<file path="config.mk">
export PLATFORM = sky130hd
export DESIGN_NAME = dma_hold_responder
export DESIGN_NICKNAME = d
export VERILOG_FILES = /design/src/rtl/dma_arb_pkg.sv /design/src/rtl/dma_hold_timeout.sv /design/src/rtl/dma_hold_responder.sv
export SDC_FILE = /design/constraint.sdc
export NUM_CORES = 1
export LEC_CHECK = 0
export BUFFER_PORTS_ARGS = -buffer_cell sky130_fd_sc_hd__buf_2
export CORE_ASPECT_RATIO = 1.75
export CORE_UTILIZATION = 49
export DETAILED_ROUTE_END_ITERATION = 8
export PLACE_DENSITY = 0.72
export SETUP_SLACK_MARGIN = 0.2
export SYNTH_ARGS = -nofsm -noshare
export SYNTH_HDL_FRONTEND = slang
export SYNTH_HIERARCHICAL = 1
export SYNTH_SLANG_ARGS = --single-unit
</file>
<file path="constraint.sdc">
create_clock -name clk -period 2.2 [get_ports clk]
set_clock_uncertainty 0.05 [all_clocks]
set_input_delay 0.22 -clock clk [delete_from_list [all_inputs] [get_ports clk]]
set_output_delay 0.22 -clock clk [all_outputs]
set_load 0.01 [all_outputs]
</file>
<file path="src/rtl/dma_arb_pkg.sv">
// Shared types and constants for the DMA HOLD/HLDA responder.
package dma_arb_pkg;

    typedef enum logic [2:0] {
        IDLE    = 3'd0,
        DRAIN   = 3'd1,
        GRANT   = 3'd2,
        RELEASE = 3'd3,
        GAP     = 3'd4
    } state_e;

    localparam int GRANT_CNT_W = 16;
    localparam logic [GRANT_CNT_W-1:0] GRANT_CNT_MAX = '1;

    function automatic logic [GRANT_CNT_W-1:0] sat_inc(input logic [GRANT_CNT_W-1:0] v);
        return (v == GRANT_CNT_MAX) ? v : v + 1'b1;
    endfunction

endpackage

</file>
<file path="src/rtl/dma_hold_timeout.sv">
// Grant-length counter: expire is a registered flag that is high exactly during
// the cycle whose count equals TIMEOUT_CYCLES-1.
module dma_hold_timeout #(
    parameter int TIMEOUT_CYCLES = 200,
    parameter int TIMEOUT_W      = 8
) (
    input  logic clk,
    input  logic reset,
    input  logic clear,
    input  logic enable,
    output logic expire
);

    localparam logic [TIMEOUT_W-1:0] LAST = TIMEOUT_W'(TIMEOUT_CYCLES - 1);

    logic [TIMEOUT_W-1:0] count;
    logic [TIMEOUT_W-1:0] count_nxt;

    always_comb begin
        count_nxt = count;
        if (clear)
            count_nxt = '0;
        else if (enable)
            count_nxt = count + 1'b1;
    end

    // Look ahead one cycle so the abort pulse lines up with the last grant cycle.
    always_ff @(posedge clk) begin
        if (reset) begin
            count  <= '0;
            expire <= 1'b0;
        end else begin
            count  <= count_nxt;
            expire <= (clear | enable) && (count_nxt == LAST);
        end
    end

endmodule

</file>
<file path="src/rtl/dma_hold_responder.sv">
// CPU-side HOLD/HLDA responder: drains the CPU bus cycle, grants the bus, and
// enforces a release gap. Optional grant timeout under DMA_HOLD_TIMEOUT_EN.
module dma_hold_responder
    import dma_arb_pkg::*;
#(
    parameter int RELEASE_GAP    = 2,
    parameter int TIMEOUT_CYCLES = 200,
    parameter int TIMEOUT_W      = 8
) (
    input  logic                   clk,
    input  logic                   reset,
    input  logic                   hold_req,
    input  logic                   cpu_cycle_active,
    output logic                   cpu_stall,
    output logic                   hlda,
    output logic                   dma_bus_en,
    output logic                   timeout_abort,
    output logic [GRANT_CNT_W-1:0] grant_count
);

    if (RELEASE_GAP < 1 || RELEASE_GAP > 15) begin : g_bad_gap
        $error("RELEASE_GAP must be in 1..15");
    end
    if (TIMEOUT_CYCLES < 1 || TIMEOUT_CYCLES > 255 || TIMEOUT_CYCLES > (1 << TIMEOUT_W)) begin : g_bad_timeout
        $error("TIMEOUT_CYCLES must be in 1..255 and fit TIMEOUT_W bits");
    end

    state_e     state;
    logic [3:0] gap_cnt;
    logic       expire;

`ifdef DMA_HOLD_TIMEOUT_EN
    logic grant_entry;
    logic grant_stay;

    assign grant_entry = (state == DRAIN) && hold_req && !cpu_cycle_active;
    assign grant_stay  = (state == GRANT) && hold_req && !expire;

    dma_hold_timeout #(
        .TIMEOUT_CYCLES (TIMEOUT_CYCLES),
        .TIMEOUT_W      (TIMEOUT_W)
    ) u_timeout (
        .clk    (clk),
        .reset  (reset),
        .clear  (grant_entry),
        .enable (grant_stay),
        .expire (expire)
    );

    assign timeout_abort = expire;
`else
    assign expire        = 1'b0;
    assign timeout_abort = 1'b0;
`endif

    always_ff @(posedge clk) begin
        if (reset) begin
            state       <= IDLE;
            gap_cnt     <= '0;
            cpu_stall   <= 1'b0;
            hlda        <= 1'b0;
            dma_bus_en  <= 1'b0;
            grant_count <= '0;
        end else begin
            case (state)
                IDLE: begin
                    if (hold_req) begin
                        state     <= DRAIN;
                        cpu_stall <= 1'b1;
                    end
                end
                // A request that drops before the CPU finishes is abandoned silently.
                DRAIN: begin
                    if (!hold_req) begin
                        state     <= IDLE;
                        cpu_stall <= 1'b0;
                    end else if (!cpu_cycle_active) begin
                        state       <= GRANT;
                        hlda        <= 1'b1;
                        dma_bus_en  <= 1'b1;
                        grant_count <= sat_inc(grant_count);
                    end
                end
                GRANT: begin
                    if (!hold_req || expire) begin
                        state      <= RELEASE;
                        hlda       <= 1'b0;
                        dma_bus_en <= 1'b0;
                    end
                end
                RELEASE: begin
                    state     <= GAP;
                    cpu_stall <= 1'b0;
                    gap_cnt   <= 4'(RELEASE_GAP - 1);
                end
                // hold_req is deliberately not looked at here: the CPU gets its gap.
                GAP: begin
                    if (gap_cnt == '0)
                        state <= IDLE;
                    else
                        gap_cnt <= gap_cnt - 1'b1;
                end
                default: begin
                    state      <= IDLE;
                    cpu_stall  <= 1'b0;
                    hlda       <= 1'b0;
                    dma_bus_en <= 1'b0;
                end
            endcase
        end
    end

endmodule

</file>
==> impl_results.md <==
- Outcome: completed
- CP Capture Type: flip-flop
- Largest net degree at the start of global routing: 29
- Final setup viols: 0
- Synth cell types: 41
- Rows: 24
- Comb power frac: 5.9%
- Worst-Margin Slew: 539 ps
- Clk pin slew, worst setup/hold paths: 90 ps
- Syn. warnings: 6
- Slew margin rel.: 63.8%
- Largest stage delay, worst path: 530 ps
- Ant diodes: 0
- Synth top area cells: dfxtp_1, a21oi_1, o31ai_1
- Post-cts resize count: 0
- Starting density of the core: 52.1%
- Number of flops mapped to enable cells by yosys: 0
- Area grow syn2layout: 10.2%
- Global-route wire length before repair: 4650 um
- Finished Core Util: 57.4%
- Met3 routed WL: 91 um
- Drt wl/cell: 14.9 um
- 1st-iter DRT viols: 38
- Minimum clock period: 1870 ps
- Power Density: 549 nW/um^2
- H-tree Lvls: 1
- Vias: 1210
- Root Buffer: clkbuf_8
- MaxCap Viol Count: 0
- Metal2 WL: 1520 um
- CTS Buf Count: 3
- Final setup TNS: 0 ps
- Clk network pwr share: 35.3%
- CP Class: flip-flop to flip-flop
- Total wire length: 2870 um
- Hold crit path type: input port to flip-flop
- GP Congestion: 0.842
- Syn Nets: 155
- Tcrit/Tclk final: 84.9%
- Highest Clock Rate: 536 MHz
- Die H: 70.5 um
- CTS tree: done
- P_int: 0.607 mW
- Core area: 2520 sq um
- Post-Synthesis Cells: 149
- Sequential cell area: 500 sq um
- Post-Syn Area: 1310 sq um
- Vias in the first global route: 1110
- Post-DP HPWL: 2070 um
- Arrival time at the worst endpoint: 2030 ps
- CP startpoint kind: flip-flop
- Switch Pwr: 0.188 mW
- Die Area: 2900 sq um
- CTS sink cnt: 25
- Routed Antenna Nets: 0
- DR top layer: met4
- CTS Hold Bufs: 0
- Crit path cell chain: and4bb_1 -> nand4_4 -> or4_1 -> a21oi_1
- Setup repair after global routing missed its margin: no
- CTS max path bufs: 2
- Syn Area/Cell: 8.82 sq um
- Register area share after synthesis: 38.1%
- Share of cells above drive strength 1: 19.8%
- WP data required: 2360 ps
- Largest area contributor in the netlist: dfxtp_1
- M1 WL: 1190 um
- DRC: 0
- Top_reg_cell synth: dfxtp_1
- Worst skew pair latency: 270 ps
- Seq pwr share: 58.7%
- Io pins: 24
- Max IR drop VDD: 0.322 mV
- Register bit count reported by yosys: 25
- All-Layer GR Usage: 22.6%
- Async SR Flop Fraction: 0%
- Net Sw Frac: 23.6%
- Max Slew Vio Count: 0
- Port bufs: 22
- Drt pass-1 iters: 4
- Final Hold Viols: 0
- Fill count: 240
- Initial antenna violation count: 0
- Top cell type's share of synthesized area: 38.1%
- Die W: 41.1 um
- Cell at the slowest stage of the critical path: and4bb_1
- Leak pwr: 0.560 nW
- Total power: 0.795 mW
- CP Max Fanout: 9
- # nets final: 174
- GRT overflow: 0
- Vias per inst: 6.27
- Area of the multi-input gates: 737 sq um
[layer usage]
metal | vias up | GRT usage, %
li1 | 599 | -
met4 | 0 | 11.5
met1 | 574 | 24.4
met3 | 5 | 3.81
met5 | - | 0
met2 | 32 | 38.4
[registers in the layout, summed over array words and instances (netlist names)]
name	cells
grant_count	16
gap_cnt	4
state	3
cpu_stall	1
dma_bus_en	1
[power by group through the flow]
stage                     registers, mW  clock network [mW]  logic, mW
after floorplan                   0.477                   0     0.0384
after detailed placement          0.477                   0     0.0476
after global routing              0.468               0.305     0.0542
final                             0.467               0.281     0.0472
after CTS                         0.467               0.281     0.0478
after global placement            0.476                   0     0.0455
[placed cells by master, fill, tap and decap left out, drive strengths merged, types with 2 or more instances in the layout]
master | Yosys | layout
a211oi | 2 | 2
a21oi | 14 | 14
a22oi | 2 | 2
and3 | 2 | 2
and4 | 3 | 3
buf | 5 | 22
clkbuf | 3 | 4
dfxtp | 25 | 25
ha | 2 | 2
inv | 6 | 6
mux2 | 3 | 3
nand2 | 7 | 7
nand2b | 2 | 2
nand3 | 7 | 7
nand4 | 7 | 7
nor2 | 9 | 9
nor2b | 3 | 3
nor3 | 9 | 9
o21ai | 4 | 4
o31ai | 7 | 7
or3 | 4 | 4
or4 | 7 | 7
xor2 | 3 | 3
[cell type report]
cell class	count	area share [%]
well taps	26	2.25
repair buffers	22	7.61
flip-flops and latches	25	34.6
clock buffers	4	3.11
inverters	6	1.56
multi-input cells	110	50.9
[final timing paths]
| path | startpoint | end | slack [ps] | cells after the start |
|---|---|---|---|---|
| worst max-delay path | state[1]$_SDFFE_PP0P_ | grant_count[9]$_SDFFE_PP0P_ | 330 | 4 |
| worst min-delay path | cpu_cycle_active | state[0]$_SDFFE_PP0P_ | 280 | 3 |
| worst max register to register | state[1]$_SDFFE_PP0P_ | grant_count[9]$_SDFFE_PP0P_ | 330 | 4 |
| worst min register to register | gap_cnt[0]$_SDFFE_PP0P_ | gap_cnt[0]$_SDFFE_PP0P_ | 460 | 2 |
[kinds of logic after synthesis]
family                   count (synthesis)  synth area share (%)
AO/OA/AOI/OAI                           34                  16.0
XOR/XNOR                                 3                  2.00
adder cells (fa/ha/maj)                  3                  2.67
buffers and inverters                   14                  5.81
flip-flops                              25                  38.1
multiplexers                             4                  3.33
other                                    1                 0.285
AND/OR/NAND/NOR                         65                  31.8
[Yosys cell counts, types with 3 or more instances]
cell type  instances
o31ai_1            7
a21oi_1           14
o21ai_0            4
nor2b_1            3
dfxtp_1           25
mux2_2             3
nor2_1             9
nor3_1             9
nand4_1            5
and4_1             3
inv_1              6
or4_1              7
xor2_1             3
nand2_1            7
clkbuf_1           3
or3_1              4
nand3_1            6
[per-stage QoR]
| step | worst slack [ps] | cell area, sq um | cells | hold WS, ps |
|---|---|---|---|---|
| 2_1_floorplan | 446 | 1310 | 149 | 379 |
| 3_3_place_gp | 372 | 1400 | 189 | 431 |
| 3_5_place_dp | 300 | 1400 | 189 | 441 |
| 4_1_cts | 275 | 1450 | 193 | 280 |
| 5_1_grt | 205 | 1450 | 193 | 302 |
| 6_report | 333 | 1450 | 193 | 279 |
[critical path, delay by kind of cell (launching register included)]
| kind | cells | cell delay, ps |
|---|---|---|
| flops | 1 | 390 |
| compound gates | 1 | 140 |
| simple gates | 3 | 1230 |
[what timing repair did]
action | CTS | global route
setup buffers | 0 | 0
setup endpoints to repair | 0 | 2
hold endpoints to repair | 0 | 0
(Power assumes the default switching activity.)
